**src/rtl/ew_fifo_s1_flex.sv**
```systemverilog
`default_nettype none
// +---------------------------------------------------------------------------+
// | Module   : ew_fifo_s1_flex                                                |
// | Purpose  : Single-clock synchronous FIFO with any depth (2..1024),        |
// |            run-time almost-empty / almost-full thresholds, standard or    |
// |            first-word-fall-through read mode, live word count and         |
// |            register-array storage.                                        |
// | Ports    : clk, rst (sync, active-high)                                   |
// |            push_req_n / pop_req_n  active-low write / read requests       |
// |            data_in                 write data                             |
// |            ae_level, af_thresh     almost-empty level, almost-full        |
// |                                    distance from full                     |
// |            empty, almost_empty, half_full, almost_full, full, error       |
// |            word_count              current occupancy                      |
// |            data_out                read data                              |
// |            peak_count              high-water mark (EW_FIFO_PEAK_EN only) |
// | Options  : define EW_FIFO_PEAK_EN to add the peak_count output.           |
// | Revision : 1.0  initial release                                           |
// +---------------------------------------------------------------------------+
module ew_fifo_s1_flex #(
  parameter int DATA_WIDTH = 32,
  parameter int RAM_DEPTH  = 8,
  parameter int ERR_MODE   = 0,
  parameter int FWFT       = 0,
  parameter int CNT_WIDTH  = $clog2(RAM_DEPTH + 1)
) (
  input  logic                  clk,
  input  logic                  rst,
  input  logic                  push_req_n,
  input  logic                  pop_req_n,
  input  logic [DATA_WIDTH-1:0] data_in,
  input  logic [CNT_WIDTH-1:0]  ae_level,
  input  logic [CNT_WIDTH-1:0]  af_thresh,
  output logic                  empty,
  output logic                  almost_empty,
  output logic                  half_full,
  output logic                  almost_full,
  output logic                  full,
  output logic                  error,
  output logic [CNT_WIDTH-1:0]  word_count,
`ifdef EW_FIFO_PEAK_EN
  output logic [CNT_WIDTH-1:0]  peak_count,
`endif
  output logic [DATA_WIDTH-1:0] data_out
);

  localparam int                   PTR_WIDTH = (RAM_DEPTH > 1) ? $clog2(RAM_DEPTH) : 1;
  localparam logic [PTR_WIDTH-1:0] PTR_LAST  = PTR_WIDTH'(RAM_DEPTH - 1);
  localparam logic [CNT_WIDTH-1:0] DEPTH_C   = CNT_WIDTH'(RAM_DEPTH);
  localparam logic [CNT_WIDTH-1:0] HALF_C    = CNT_WIDTH'((RAM_DEPTH + 1) / 2);

  logic [DATA_WIDTH-1:0] mem [0:RAM_DEPTH-1];
  logic [PTR_WIDTH-1:0]  wr_ptr;
  logic [PTR_WIDTH-1:0]  rd_ptr;

  logic                  pop_ok;
  logic                  push_ok;
  logic                  overflow;
  logic                  underflow;
  logic [CNT_WIDTH-1:0]  count_next;
  logic                  af_next;

  always_comb begin
    pop_ok     = !pop_req_n && !empty;
    // A full FIFO still accepts a write when a read frees a slot in the same cycle.
    push_ok    = !push_req_n && (!full || pop_ok);
    overflow   = !push_req_n && full && !pop_ok;
    underflow  = !pop_req_n && empty;
    count_next = word_count;
    if (push_ok && !pop_ok) begin
      count_next = word_count + CNT_WIDTH'(1);
    end else if (pop_ok && !push_ok) begin
      count_next = word_count - CNT_WIDTH'(1);
    end
    // Saturating subtraction: a threshold at or beyond the depth pins the flag high.
    af_next = 1'b1;
    if (af_thresh < DEPTH_C) begin
      af_next = (count_next >= (DEPTH_C - af_thresh));
    end
  end

  // Pointers wrap with an explicit compare so non-power-of-two depths work.
  always_ff @(posedge clk) begin
    if (rst) begin
      wr_ptr <= '0;
      rd_ptr <= '0;
    end else begin
      if (push_ok) begin
        wr_ptr <= (wr_ptr == PTR_LAST) ? '0 : wr_ptr + PTR_WIDTH'(1);
      end
      if (pop_ok) begin
        rd_ptr <= (rd_ptr == PTR_LAST) ? '0 : rd_ptr + PTR_WIDTH'(1);
      end
    end
  end

  // Storage is deliberately not reset.
  always_ff @(posedge clk) begin
    if (!rst && push_ok) begin
      mem[wr_ptr] <= data_in;
    end
  end

  // Flags are registered from the next count so they line up with word_count.
  always_ff @(posedge clk) begin
    if (rst) begin
      word_count   <= '0;
      empty        <= 1'b1;
      almost_empty <= 1'b1;
      half_full    <= 1'b0;
      almost_full  <= 1'b0;
      full         <= 1'b0;
      error        <= 1'b0;
    end else begin
      word_count   <= count_next;
      empty        <= (count_next == '0);
      almost_empty <= (count_next <= ae_level);
      half_full    <= (count_next >= HALF_C);
      almost_full  <= af_next;
      full         <= (count_next == DEPTH_C);
      if (ERR_MODE == 0) begin
        error <= error | overflow | underflow;
      end else begin
        error <= overflow | underflow;
      end
    end
  end

  generate
    if (FWFT != 0) begin : g_fwft
      // Head word is presented directly; meaningless while empty.
      assign data_out = mem[rd_ptr];
    end else begin : g_std
      always_ff @(posedge clk) begin
        if (rst) begin
          data_out <= '0;
        end else if (pop_ok) begin
          // Reads the pre-edge contents, so a simultaneous write to the
          // same slot on a full FIFO returns the old word.
          data_out <= mem[rd_ptr];
        end
      end
    end
  endgenerate

`ifdef EW_FIFO_PEAK_EN
  always_ff @(posedge clk) begin
    if (rst) begin
      peak_count <= '0;
    end else if (count_next > peak_count) begin
      peak_count <= count_next;
    end
  end
`endif

endmodule
`default_nettype wire

```
**config.mk**
```make
export PLATFORM = sky130hd
export DESIGN_NAME = ew_fifo_s1_flex
export DESIGN_NICKNAME = d
export VERILOG_FILES = /design/src/rtl/ew_fifo_s1_flex.sv
export SDC_FILE = /design/constraint.sdc
export NUM_CORES = 1
export LEC_CHECK = 0
export CORE_ASPECT_RATIO = 2
export CORE_MARGIN = 4
export CORE_UTILIZATION = 65
export CTS_CLUSTER_DIAMETER = 80
export DETAILED_ROUTE_END_ITERATION = 12
export DONT_BUFFER_PORTS = 1
export PLACE_DENSITY = 0.89
export SYNTH_ARGS = -nofsm -noshare
export SYNTH_HDL_FRONTEND = slang
export SYNTH_SLANG_ARGS = --single-unit
```
**constraint.sdc**
```tcl
create_clock -name clk -period 7.6 [get_ports clk]
set_clock_uncertainty 0.05 [all_clocks]
set_input_delay 1.14 -clock clk [delete_from_list [all_inputs] [get_ports clk]]
set_output_delay 1.14 -clock clk [all_outputs]
set_load 0.01 [all_outputs]
```
# Yosys cells after proc, flatten, opt, wreduce, memory -nomap -nowiden
# Memories as Yosys holds them, arrays and structs flattened. A register that Yosys moved wholly into a read port is not among the register bits.
# Index checks and enable logic that the tools add are counted.
totals:
  regBits: 16
  latchBits: 0
  mem_bits_rw: 256
  romBits: 0
  inputBits: 44
  mem_count: 1
op_classes:
  n_addsub: 5
  multipliers: 0
  div: 0
  order_cmp: 4
  eq_ne: 3
  shift: 0
  mux: 7
  n_bitwise: 2
  reduce_logical: 17
memory_table:
  columns: ["memory", "depth", "word_bits", "rd", "rd_ports_with_merged_regs", "wr", "line", "text"]
  rows:
  - ["mem", 8, 32, 1, 1, 1, "52", "logic [DATA_WIDTH-1:0] mem [0:RAM_DEPTH-1];"]
ops:
  columns: ["operator", "count"]
  rows:
  - ["1-bit logical AND", 8]
  - ["4-bit two-way mux", 2]
  - ["1-bit zero test", 7]
  - ["3-bit by 1-bit adder with 3-bit output, second input constant", 2]
  - ["3-bit equality test, second input constant", 2]
  - ["3-bit two-way mux", 2]
  - ["4-bit by 1-bit adder with 4-bit output, second input constant", 1]
  - ["4-bit equality test, second input constant", 1]
  - ["4-bit by 3-bit greater-or-equal comparator with 1-bit output, second input constant", 1]
  - ["4-bit greater-or-equal comparator", 1]
  - ["4-bit <= comparator", 1]
  - ["4-bit zero test", 1]
  - ["4-bit less-than comparator, second input constant", 1]
  - ["4-bit by 1-bit subtractor with 4-bit output, second input constant", 1]
  - ["4-bit subtractor, first input constant", 1]
  - ["1-bit two-way mux", 3]
  - ["1-bit bitwise OR", 2]
  - ["1-bit logical OR", 1]

# Depth between registers and ports, before layout
# Gate-level depths: netlist (run 1).
logic_depth:
  ltp_word: 10
  mapped_depth: 10
  mapped_depth_nobuf: 10

# Worst setup path after synthesis (run 1)
# OpenSTA, ideal clock, no wires.
synth_timing:
  path_type: "in2reg"
  from: "input pop_req_n"
  to: "memory mem[1][0] (enable)"
  setup_time_ns: 0.461
  arrival_time_ns: 4.120
  t_required_ns: 7.089
  path_slack_ns: 2.969
  cell_stages: 6
  path_cell_list: "or2_1 buf_2 a21o_1 nor2_1 nand2_1 nor3_1"
synth_between:
  elab_chain_cells: 7
synth_rtl:
  columns: ["item", "line", "text"]
  rows:
  - ["from (decl)", "30", "input logic pop_req_n,"]
  - ["1-bit zero test", "64", "pop_ok = !pop_req_n && !empty;"]
  - ["1-bit logical AND", "64", null]
  - ["1-bit logical OR", "66", "push_ok = !push_req_n && (!full || pop_ok);"]
  - ["1-bit logical AND", "66", null]
  - ["1-bit logical AND", "99", "if (!rst && push_ok) begin"]
  - ["1-bit two-way mux", "99", null]
  - ["1-bit two-way mux (not written as such)", "100", "mem[wr_ptr] <= data_in;"]
  - ["to (decl)", "52", null]
# No other way between the ends.

# Worst setup path in the final report (run 1)
layout_timing:
  from: "input pop_req_n"
  to: "register almost_empty"
layout_between:
  elab_chain_cells: 9
layout_rtl:
  columns: ["item", "line", "text"]
  rows:
  - ["1-bit zero test (*)", "64", null]
  - ["1-bit logical AND (*)", "64", null]
  - ["1-bit logical OR", "66", null]
  - ["1-bit logical AND", "66", null]
  - ["1-bit zero test", "72", "end else if (pop_ok && !push_ok) begin"]
  - ["1-bit logical AND", "72", null]
  - ["4-bit two-way mux", "72", null]
  - ["4-bit two-way mux (*)", "70", "if (push_ok && !pop_ok) begin"]
  - ["net count_next[1]", "60", "logic [CNT_WIDTH-1:0] count_next;"]
  - ["4-bit <= comparator (*)", "117", "almost_empty <= (count_next <= ae_level);"]
  - ["to (signal assigned)", "117", null]
  - ["to (decl)", "35", "output logic almost_empty,"]
# The timed path passes the listed nets; every way through them passes the cells marked *.
# A chain may end at the register's enable or synchronous reset.

==> results.md, run 1 <==
* Outcome: completed
* Slowest stage cell, crit path: buf_4
* Largest family of logic cells by synthesized area: multiplexers
* Share of cells above drive strength 1 at 0.200
* CP startpoint: pop_req_n
* Io pins at 86
* Clock latency on the worst-skew pair at 0.52 ns
* Total track usage at 0.228
* Post-CTS setup buffers at 0
* Detail Route Antenna Nets at 0
* Min-delay src: data_out[11]$_SDFFE_PP0P_
* Post-Synth Simple-Gate Area at 0.0323
* Height of the die at 197 µm
* Final Max Slew Viols at 0
* Clk slew on worst S/H paths at 0.07 ns
* Mean Syn Cell Area at 19.3 µm²
* Synthesized net count at 662
* Post-place setup slack at 3.91 ns
* Combinational share of power at 0.077
* Launching point of the worst reg2reg path: empty$_SDFF_PP1_
* Placer Congestion at 0.758
* Pwr per Cell Area at 277 nW/µm²
* Sw Share at 0.216
* Placed cell area at 11,900 µm²
* Initial antenna violation count at 0
* Final min period at 3.19 ns
* Initial DRC Count at 351
* Maximum VDD drop at 246 µV
* P_int at 2.75 mW
* Routed vias at 5,551
* Worst slew pin tran at 1.24 ns
* Seq/Total Area, Yosys at 0.742
* Mapped Cells at 603
* CP required at 7.98 ns
* Ys flop type: edfxtp_1
* Final wirelength at 22.0 mm
* GRT overflow at 0
* Hold violation total from the final report at 0
* Worst-path cell chain: nor2_4 -> buf_4 -> nor3_1 -> o31ai_1 -> ha_1 -> nor2b_1 -> o21a_1 -> o21a_1 -> o21ai_0
* CP Capture Type: register
* Largest net degree at the start of global routing at 73
* Xor and xnor area share after synthesis at 0.00376
* EDFF count, synth at 256
* Mapped Area at 11,700 µm²
* Setup ws final at 4.41 ns
* Synth top area share at 0.659
* Biggest cell delay along the critical path at 0.61 ns
* Mean number of vias per cell at 6.66
* #FFs+latches synth at 304
* # diodes at 0
* Max Cap Viol at 0
* Tcrit/Tclk final at 0.420
* Max Clock Freq at 0.313 GHz
* Die footprint at 20,300 µm²
* DR DRC count at 0
* Top cell by count, worst path: o21a_1
* TritonCTS clock tree: built
* Post-CTS Resized at 0
* Area of the multi-input gates at 2850 µm²
* Largest area contributor in the netlist: edfxtp_1
* Crit-path max FO at 72
* Net Sw Power at 0.760 mW
* Cell row count at 69
* IO Port Bufs at 0
* Compound-gate portion of the synthesized area at 0.0351
* Delay-heaviest family, CP: compound AO/OA/AOI/OAI gates
* Area grow syn2layout at 8.86%
* Initial Util at 0.659
* First-pass GRT wire length at 34.3 mm
* FF/Latch Area at 8650 µm²
* Synth warnings at 0
* Critical Path Start Type: primary input
* Crit Path Class: in2reg
* Clock Sinks at 304
* Fin nets at 662
* Design area at 12,700 µm²
* WL/cell at 26.4 µm
* Final HPWL DP at 12.6 mm
* Post-CTS Hold Buffers at 0
* Core area at 17,700 µm²
* Vias in the first global route at 5,974
* Setup TNS at 0 ns
* Inserted Clock Buffers at 25
* Hold Path Class: reg2reg
* Ranking of synthesized cells by area: edfxtp_1 (66%), mux4_2 (12%), dfxtp_1 (8.2%)
* # fillers at 988
* Leakage power figure at 3.93 nW
* Fraction of registers with async set/reset at 0
* DRT Pass-1 Iters at 5
* Bufs on Longest Clock Path at 3
* Root Buffer: clkbuf_16
* Slew margin rel. at 0.173
* RSZ-0062 raised after global routing: no
* Final setup fails at 0
* Unique masters post-synth at 43
* Worst Path Arrival at 3.58 ns
* H-tree depth at 1
* Die X at 103 µm
* Sequential fraction of design power at 0.549
* Mux share of post-synthesis cell area at 0.152
* Power share of the clock group at 0.375
* Synth Area in Adders at 0.0161
* Worst Path Buf+Inv at 1
kinds of logic after synthesis:
group / Yosys count
compound gates: 58
simple gates: 81
mux: 97
xor+xnor: 5
buf+inv: 43
flops: 304
fa+ha+maj: 15
sequential cells by signal (all words and copies together), names as in the netlist:
signal / cells
almost_full: 1
data_out: 32
rd_ptr: 3
half_full: 1
empty: 1
almost_empty: 1
wr_ptr: 3
error: 1
mem: 256
full: 1
word_count: 4
area by class of cell:
class	instances	share of cell area
clock inverters	9	0.00996
repair buffers	5	0.00296
multi-input cells	256	0.225
flip-flops and latches	304	0.682
clock buffers	36	0.0565
well taps	213	0.0210
inverters	11	0.00325
per-layer routing:
layer  global-route usage  share of wire  up-vias
li1                     -              -     2411
met1                0.277           0.34     2861
met2                0.403           0.56      231
met3               0.0460          0.075       48
met4               0.0779          0.030        0
met5                    0              0        -
cell usage after synthesis, types with 2 or more instances:
cell type	count
dfxtp_1	48
o21ai_0	3
ha_1	15
nor2b_1	3
mux4_2	64
buf_4	3
a21oi_1	12
xnor2_1	3
inv_1	10
mux2i_1	33
nand2b_1	3
xor2_1	2
clkbuf_1	12
nor3_2	2
nor2_1	50
a211oi_1	32
buf_2	11
o21ai_2	2
nor3_1	5
nand3b_1	2
edfxtp_1	256
buf_6	3
o21a_1	2
nand2_1	8
power by group through the flow:
stage	Combinational, mW	Sequential [mW]	Clock (mW)
after floorplan	0.234	1.94	0
after global placement	0.253	1.96	0
after detailed placement	0.268	1.96	0
after CTS	0.272	1.93	1.34
after global routing	0.298	1.93	1.40
final	0.269	1.93	1.32
through the flow:
stage | cells | total power, mW | util | hold slack, ns
after CTS | 834 | 3.54 | 0.717 | 0.498
after detailed placement | 789 | 2.23 | 0.670 | 0.486
after floorplan | 603 | 2.17 | - | 0.452
after global routing | 834 | 3.63 | 0.717 | 0.506
final | 834 | 3.51 | 0.717 | 0.493
after global placement | 789 | 2.21 | 0.670 | 0.483
layout by cell type, fill, tap and decap left out, types with 4 or more instances in the layout:
master,Yosys,layout
a211oi_1,32,32
ha_1,15,15
buf_4,3,5
inv_1,10,10
a21oi_1,12,12
nor3_1,5,4
clkbuf_8,1,5
clkbuf_16,0,25
clkbuf_1,12,6
nor2_4,0,7
mux4_2,64,64
dfxtp_1,48,45
edfxtp_1,256,256
nor2_1,50,44
nand2_1,8,8
mux2i_1,33,33
path summary, 6_finish.rpt:
path | to | depth (start not counted) | slack, ns
worst max-delay path | almost_empty$_SDFF_PP1_ | 9 | 4.41
worst min-delay path | data_out[11]$_SDFFE_PP0P_ | 2 | 0.49
worst min register to register | data_out[11]$_SDFFE_PP0P_ | 2 | 0.49
worst max register to register | almost_empty$_SDFF_PP1_ | 9 | 4.55
tightest hold or removal path: stages, from the launching register on:
cell and delay, ns:
dfxtp_1 0.34, nor2_1 0.11, a211oi_1 0.05
(Power assumes the default switching activity.)
==> inputs of run 2 (changes only) <==
--- a/config.mk
+++ b/config.mk
@@ -7,11 +7,11 @@
 export LEC_CHECK = 0
 export CORE_ASPECT_RATIO = 2
 export CORE_MARGIN = 4
-export CORE_UTILIZATION = 65
+export CORE_UTILIZATION = 57
 export CTS_CLUSTER_DIAMETER = 80
 export DETAILED_ROUTE_END_ITERATION = 12
 export DONT_BUFFER_PORTS = 1
-export PLACE_DENSITY = 0.89
+export PLACE_DENSITY = 0.83
 export SYNTH_ARGS = -nofsm -noshare
 export SYNTH_HDL_FRONTEND = slang
 export SYNTH_SLANG_ARGS = --single-unit
==> constraint.sdc (replaced) <==
create_clock -name clk -period 2.7 [get_ports clk]
set_clock_uncertainty 0.05 [all_clocks]
set_input_delay 0.405 -clock clk [delete_from_list [all_inputs] [get_ports clk]]
set_output_delay 0.405 -clock clk [all_outputs]
set_load 0.01 [all_outputs]
==> run 2 against run 1 <==
- clock power grew to 2.7 times the previous value
- count of clock-buffer cells in the layout is 1 lower
- routed wire length is 2.6% higher
- core utilization is 5.1 points lower
- die area is 13% higher
- global-route usage is 2.1 points lower
- register-to-register slack worse by 4.4 ns
- via count is 3.1% higher
- non-clock buffer count is 54 higher
- critical path type is now reg2reg
- largest cell class unchanged
- largest power group unchanged
- highest routed layer unchanged
==> results.md, run 2 (synthesis results as in run 1) <==
* Outcome: completed (unchanged)
* Initial DRC Count at 509 (was 351)
* Share of cells above drive strength 1 at 0.215 (was 0.200)
* Die X at 109 µm (was 103 µm)
* Maximum VDD drop at 579 µV (was 246 µV)
* Clock latency on the worst-skew pair at 0.52 ns (about the same)
* Final wirelength at 22.6 mm (was 22.0 mm)
* Hold Path Class: in2reg (was reg2reg)
* Reg2Reg Setup Slack at 0.13 ns (was 4.55 ns)
* Slowest stage cell, crit path: dfxtp_1 (was buf_4)
* IO Port Bufs at 0 (unchanged)
* Fin nets at 716 (was 662)
* Max Clock Freq at 0.389 GHz
* Max reg flops at 256 (unchanged)
* Routed vias at 5,725 (was 5,551)
* WL/cell at 24.1 µm (was 26.4 µm)
* Slew margin rel. at 0.507 (was 0.173)
* RSZ-0062 raised after global routing: no (unchanged)
* CP Capture Type: register (unchanged)
* Leading cell type in the layout, fill and taps excluded: edfxtp_1 (unchanged)
* Io pins at 86 (unchanged)
* Placer Congestion at 0.779 (was 0.758)
* Worst slew pin tran at 0.740 ns (was 1.24 ns)
* Tcrit/Tclk final at 0.951
* Final Max Slew Viols at 0 (unchanged)
* Clock Sinks at 304 (unchanged)
* Placed cell area at 12,100 µm² (was 11,900 µm²)
* Die footprint at 22,900 µm² (was 20,300 µm²)
* Final HPWL DP at 14.0 mm (was 12.6 mm)
* Worst-path cell chain: inv_1 -> ha_1 -> o31ai_2 -> ha_1 -> nor2b_1 -> o21a_1 -> o21a_1 -> o21ai_0 (was nor2_4 -> buf_4 -> nor3_1 -> o31ai_1 -> ha_1 -> nor2b_1 -> o21a_1 -> o21a_1 -> o21ai_0)
* Final min period at 2.57 ns
* CP required at 3.09 ns (was 7.98 ns)
* H-tree depth at 1 (unchanged)
* Worst Path Arrival at 2.95 ns (was 3.58 ns)
* Bufs on Longest Clock Path at 3 (unchanged)
* GRT overflow at 0 (unchanged)
* Final setup fails at 0 (unchanged)
* Max Cap Viol at 0 (unchanged)
* Setup ws final at 0.131 ns (was 4.41 ns)
* Most frequent cells in the layout: edfxtp_1 (256), mux4_2 (64), nor2_1 (44), dfxtp_1 (44) (was edfxtp_1 (256), mux4_2 (64), dfxtp_1 (45), nor2_1 (44), mux2i_1 (33))
* Largest net degree at the start of global routing at 68 (was 73)
* Total track usage at 0.207 (was 0.228)
* Initial antenna violation count at 1 (was 0)
* Core area at 20,000 µm² (was 17,700 µm²)
* Largest regs: mem (256), data_out (32), word_count (4) (unchanged)
* Post-place setup slack at 0.0641 ns (was 3.91 ns)
* TritonCTS clock tree: built (unchanged)
* Leakage power figure at 4.18 nW (was 3.93 nW)
* R2R Path End: almost_empty$_SDFF_PP1_ (unchanged)
* Clk slew on worst S/H paths at 0.06 ns (was 0.07 ns)
* Initial Util at 0.583 (was 0.659)
* Total power draw at 9.92 mW (was 3.51 mW)
* Launching point of the worst reg2reg path: word_count[0]$_SDFF_PP0_ (was empty$_SDFF_PP1_)
* Top reg by flops: mem (unchanged)
* Final core occ at 0.666 (was 0.717)
* Height of the die at 210 µm (was 197 µm)
* Design area at 13,300 µm² (was 12,700 µm²)
* Detail Route Antenna Nets at 0 (unchanged)
* Vias in the first global route at 6,239 (was 5,974)
* Crit Path Class: reg2reg (was in2reg)
* First-pass GRT wire length at 35.4 mm (was 34.3 mm)
* DR DRC count at 0 (unchanged)
* Crit-path max FO at 6 (was 72)
* Area grow syn2layout at 14.3% (was 8.86%)
* Critical path endpoint: almost_empty$_SDFF_PP1_ (unchanged)
* Mean number of vias per cell at 6.10 (was 6.66)
* Hold violation total from the final report at 0 (unchanged)
* Biggest cell delay along the critical path at 0.49 ns (was 0.61 ns)
* Cell row count at 73 (was 69)
* Inserted Clock Buffers at 25 (unchanged)
* Post-CTS setup buffers at 0 (unchanged)
* DRT Pass-1 Iters at 5 (unchanged)
* Worst Reg-to-Reg Cells at 8 (was 9)
* CP startpoint: word_count[0]$_SDFF_PP0_ (was pop_req_n)
* Pwr per Cell Area at 745 nW/µm² (was 277 nW/µm²)
* Root Buffer: clkbuf_16 (unchanged)
* Hold WS at 0.0650 ns (was 0.493 ns)
* Critical Path Start Type: register (was primary input)
==> run 2: changes by cell type in the layout (fill, tap and decap cells not counted), sizes merged <==
cell / previous run / this run
clkinv: 6 / 7
clkbuf: 36 / 35
buf: 5 / 26
clkinvlp: 0 / 1
diode: 0 / 1
inv: 11 / 10
dlygate4sd3: 0 / 33
==> run 2: final cells by class <==
type                    count  area [µm²]
flip-flops and latches    304        8660
fillers                  1233        6680
multi-input cells         256        2870
clock buffers              35         693
repair buffers             59         608
well taps                 262         328
clock inverters            10         128
inverters                  11        41.3
diodes                      1        2.50
==> run 2: report_power, final <==
| part | leakage [nW] | switching [mW] | internal [mW] | total, mW |
|---|---|---|---|---|
| clock network | 0.397 | 1.52 | 2.08 | 3.60 |
| registers | 2.71 | 0.178 | 5.24 | 5.41 |
| logic | 1.08 | 0.476 | 0.431 | 0.906 |
| total | 4.18 | 2.18 | 7.75 | 9.92 |
==> run 2: timing repair <==
item | CTS | global route
gates resized for setup | 0 | 3
hold buffers | 34 | 0
hold endpoints to repair | 304 | 0
setup endpoints to repair | 0 | 2
==> run 2: worst min-delay path by stage <==
stage | endpoint | slack (ns) | from | cells past startpoint
after floorplan | error$_SDFF_PP0_ | 0.45 | error$_SDFF_PP0_ | 2
after global placement | rd_ptr[2]$_SDFFE_PP0P_ | 0.43 | rst | 1
after detailed placement | rd_ptr[1]$_SDFFE_PP0P_ | 0.43 | rst | 1
after CTS | error$_SDFF_PP0_ | 0.06 | pop_req_n | 3
after global routing | error$_SDFF_PP0_ | 0.09 | pop_req_n | 3
final | error$_SDFF_PP0_ | 0.07 | pop_req_n | 3
==> run 2: stage by stage <==
step / setup TNS (ns) / instances
final: 0 / 938
after global placement: 0 / 858
after global routing: 0 / 938
after CTS: 0 / 937
after detailed placement: 0 / 858
after floorplan: -47.23 / 603
==> run 2: routing by layer <==
| metal | track usage | wire, µm | up-vias |
|---|---|---|---|
| met5 | 0 | 0 | - |
| met4 | 0.0759 | 647 | 0 |
| met3 | 0.0328 | 1230 | 39 |
| met2 | 0.378 | 12900 | 193 |
| met1 | 0.242 | 7800 | 2963 |
| li1 | - | - | 2530 |
==> run 2: critical path: cells and delay by family, from the launching register on <==
kind	cells	cell delay, ns
AND/OR/NAND/NOR	1	0.15
AO/OA/AOI/OAI	4	0.93
adder cells (fa/ha/maj)	2	0.71
flip-flops	1	0.49
buffers and inverters	1	0.15
==> inputs of run 3 (changes only) <==
--- a/config.mk
+++ b/config.mk
@@ -6,12 +6,14 @@
 export NUM_CORES = 1
 export LEC_CHECK = 0
 export CORE_ASPECT_RATIO = 2
-export CORE_MARGIN = 4
+export CORE_MARGIN = 5
 export CORE_UTILIZATION = 57
 export CTS_CLUSTER_DIAMETER = 80
 export DETAILED_ROUTE_END_ITERATION = 12
 export DONT_BUFFER_PORTS = 1
 export PLACE_DENSITY = 0.83
+export REMOVE_ABC_BUFFERS = 1
+export SKIP_CTS_REPAIR_TIMING = 1
 export SYNTH_ARGS = -nofsm -noshare
 export SYNTH_HDL_FRONTEND = slang
 export SYNTH_SLANG_ARGS = --single-unit
==> run 3 against run 2 <==
- the run now ends with negative hold slack left
- combinational power grew 2%
- routed wire length grew 1.7%
- sequential share of layout area grew 0.17 points
- power shrank 1.3%
- global-route usage shrank 0.97 points
- critical path type unchanged
- largest cell class unchanged
==> results.md, run 3 (synthesis results as in run 1) <==
* Clock latency on the worst-skew pair at 0.53 ns (was 0.52 ns)
* Min-delay src: af_thresh[3] (was pop_req_n)
* Hold Path Depth at 2 (was 3)
* Final HPWL DP at 14.2 mm (was 14.0 mm)
* DR DRC count at 0 (unchanged)
* Top reg by flops: mem (unchanged)
* TritonCTS clock tree: built (unchanged)
* Worst Path Buf+Inv at 1 (unchanged)
* Root Buffer: clkbuf_16 (unchanged)
* Clk slew on worst S/H paths at 0.07 ns (was 0.06 ns)
* Die footprint at 23,600 µm² (was 22,900 µm²)
* Io pins at 86 (unchanged)
* GR Layer Usage met2 at 0.371 (was 0.378)
* CP Capture Type: register (unchanged)
* Initial antenna violation count at 0 (was 1)
* GRT overflow at 0 (unchanged)
* Max Cap Viol at 0 (unchanged)
* DRT Pass-1 Iters at 5 (unchanged)
* Share of cells above drive strength 1 at 0.212 (was 0.215)
* Vias in the first global route at 6,010 (was 6,239)
* # diodes at 0 (was 1)
* Max Clock Freq at 0.390 GHz (was 0.389 GHz)
* Hold violation total from the final report at 1 (was 0)
* Slew margin rel. at 0.514 (was 0.507)
* Largest regs: mem (256), data_out (32), word_count (4) (unchanged)
* Area grow syn2layout at 14.0% (was 14.3%)
* Core area at 20,300 µm² (was 20,000 µm²)
* Height of the die at 212 µm (was 210 µm)
* Clock Sinks at 304 (unchanged)
* Initial DRC Count at 499 (was 509)
* R2R Path End: mem[0][23]$_DFFE_PP_ (was almost_empty$_SDFF_PP1_)
* Worst Path Arrival at 2.71 ns (was 2.95 ns)
* Reg2Reg Setup Slack at 0.13 ns (about the same)
* Leakage power figure at 4.17 nW (was 4.18 nW)
* H-tree depth at 1 (unchanged)
* Busiest grt layer: met2 (unchanged)
* Critical Path Start Type: register (unchanged)
* Delay-heaviest family, CP: simple AND/OR/NAND/NOR gates (was compound AO/OA/AOI/OAI gates)
* Final setup fails at 0 (unchanged)
* Detail Route Antenna Nets at 0 (unchanged)
* Maximum VDD drop at 609 µV (was 579 µV)
* Initial Util at 0.575 (was 0.583)
* Met3 usage at 0.0362 (was 0.0328)
* Crit-path max FO at 20 (was 6)
* Placer Congestion at 0.855 (was 0.779)
* Outcome: finished with violations (was completed)
* Biggest cell delay along the critical path at 0.52 ns (was 0.49 ns)
* Launching point of the worst reg2reg path: empty$_SDFF_PP1_ (was word_count[0]$_SDFF_PP0_)
* Max reg flops at 256 (unchanged)
* Die X at 111 µm (was 109 µm)
* Total power draw at 9.79 mW (was 9.92 mW)
* Inserted Clock Buffers at 25 (unchanged)
* Slowest stage cell, crit path: or3_1 (was dfxtp_1)
* M1 GR Usage at 0.229 (was 0.242)
* Crit Path Class: reg2reg (unchanged)
* CP required at 2.84 ns (was 3.09 ns)
* Final wirelength at 23.0 mm (was 22.6 mm)
* First-pass GRT wire length at 35.5 mm (was 35.4 mm)
* Worst-path cell chain: or2_1 -> a21o_1 -> or3_1 -> nor3_4 -> buf_4 (was inv_1 -> ha_1 -> o31ai_2 -> ha_1 -> nor2b_1 -> o21a_1 -> o21a_1 -> o21ai_0)
* Post-place setup slack at 0.176 ns (was 0.0641 ns)
* Worst Reg-to-Reg Cells at 5 (was 8)
* Min-Delay Endpoint: almost_full$_SDFF_PP0_ (was error$_SDFF_PP0_)
* Setup ws final at 0.133 ns (was 0.131 ns)
* Hold Path Class: in2reg (unchanged)
* Hold WS at -0.00978 ns (was 0.0650 ns)
* Leading cell type in the layout, fill and taps excluded: edfxtp_1 (unchanged)
* Fin nets at 715 (was 716)
* Cell row count at 74 (was 73)
* Largest net degree at the start of global routing at 68 (unchanged)
* Worst slew pin tran at 0.730 ns (was 0.740 ns)
* IO Port Bufs at 0 (unchanged)
* WL/cell at 24.4 µm (was 24.1 µm)
* Final min period at 2.57 ns (about the same)
* Final core occ at 0.655 (was 0.666)
* Most frequent cells in the layout: edfxtp_1 (256), mux4_2 (64), nor2_1 (44), dfxtp_1 (44), mux2i_1 (33) (was edfxtp_1 (256), mux4_2 (64), nor2_1 (44), dfxtp_1 (44))
* Routed vias at 5,683 (was 5,725)
* Tcrit/Tclk final at 0.951 (about the same)
* Total track usage at 0.197 (was 0.207)
* Final Max Slew Viols at 0 (unchanged)
* Pwr per Cell Area at 737 nW/µm² (was 745 nW/µm²)
* Mean number of vias per cell at 6.04 (was 6.10)
* Violated checks: negative hold slack
* Bufs on Longest Clock Path at 3 (unchanged)
[run 3: cell count changes in the layout (fill, tap and decap cells not counted), moves of 2 or more]
cell and change:
buf_4 -2, clkinv_1 -2, buf_12 +2, inv_6 +2, clkbuf_1 +3, bufinv_16 -2
[run 3: worst max-delay path by stage]
stage,start,to,slack [ns],depth (start not counted)
floorplan,rd_ptr[0]$_SDFFE_PP0P_,data_out[0]$_SDFFE_PP0P_,-1.21,3
global placement,word_count[1]$_SDFF_PP0_,almost_empty$_SDFF_PP1_,0.23,8
detailed placement,empty$_SDFF_PP1_,mem[0][13]$_DFFE_PP_,0.18,5
CTS,empty$_SDFF_PP1_,mem[0][23]$_DFFE_PP_,0.14,5
global route,empty$_SDFF_PP1_,almost_empty$_SDFF_PP1_,-0.03,8
finish,empty$_SDFF_PP1_,mem[0][23]$_DFFE_PP_,0.13,5
[run 3: power by group]
group	internal (mW)	switching (mW)
sequential	5.24	0.150
combinational	0.430	0.495
clock	1.93	1.55
[run 3: worst reg2reg max path: cells and delay by family (launching register included)]
family | cells | cell delay [ns]
compound gates | 1 | 0.31
buf+inv | 1 | 0.36
simple gates | 3 | 1.09
flops | 1 | 0.41
[run 3: metrics by stage]
stage / hold WS, ns / std cells / instance area [µm²] / setup TNS [ns]
after floorplan: 0.424 / 571 / 11500 / -164.83
after global placement: 0.437 / 860 / 12100 / 0
after detailed placement: 0.440 / 860 / 12100 / 0
after CTS: -0.120 / 906 / 12900 / 0
after global routing: 0.00256 / 941 / 13300 / -0.0259
final: -0.00978 / 941 / 13300 / 0
[run 3: routing by layer]
metal  part of all wire  vias up
met2               0.57      223
met1               0.35     2895
li1                   -     2533
met3              0.058       32
met4              0.021        0
met5                  0        -
[run 3: cell type report]
class	instances	area [µm²]
inverters	11	41.3
repair buffers	58	623
flip-flops and latches	304	8660
multi-input cells	256	2850
clock buffers	39	718
fillers	1256	6990
well taps	266	333
clock inverters	7	68.8
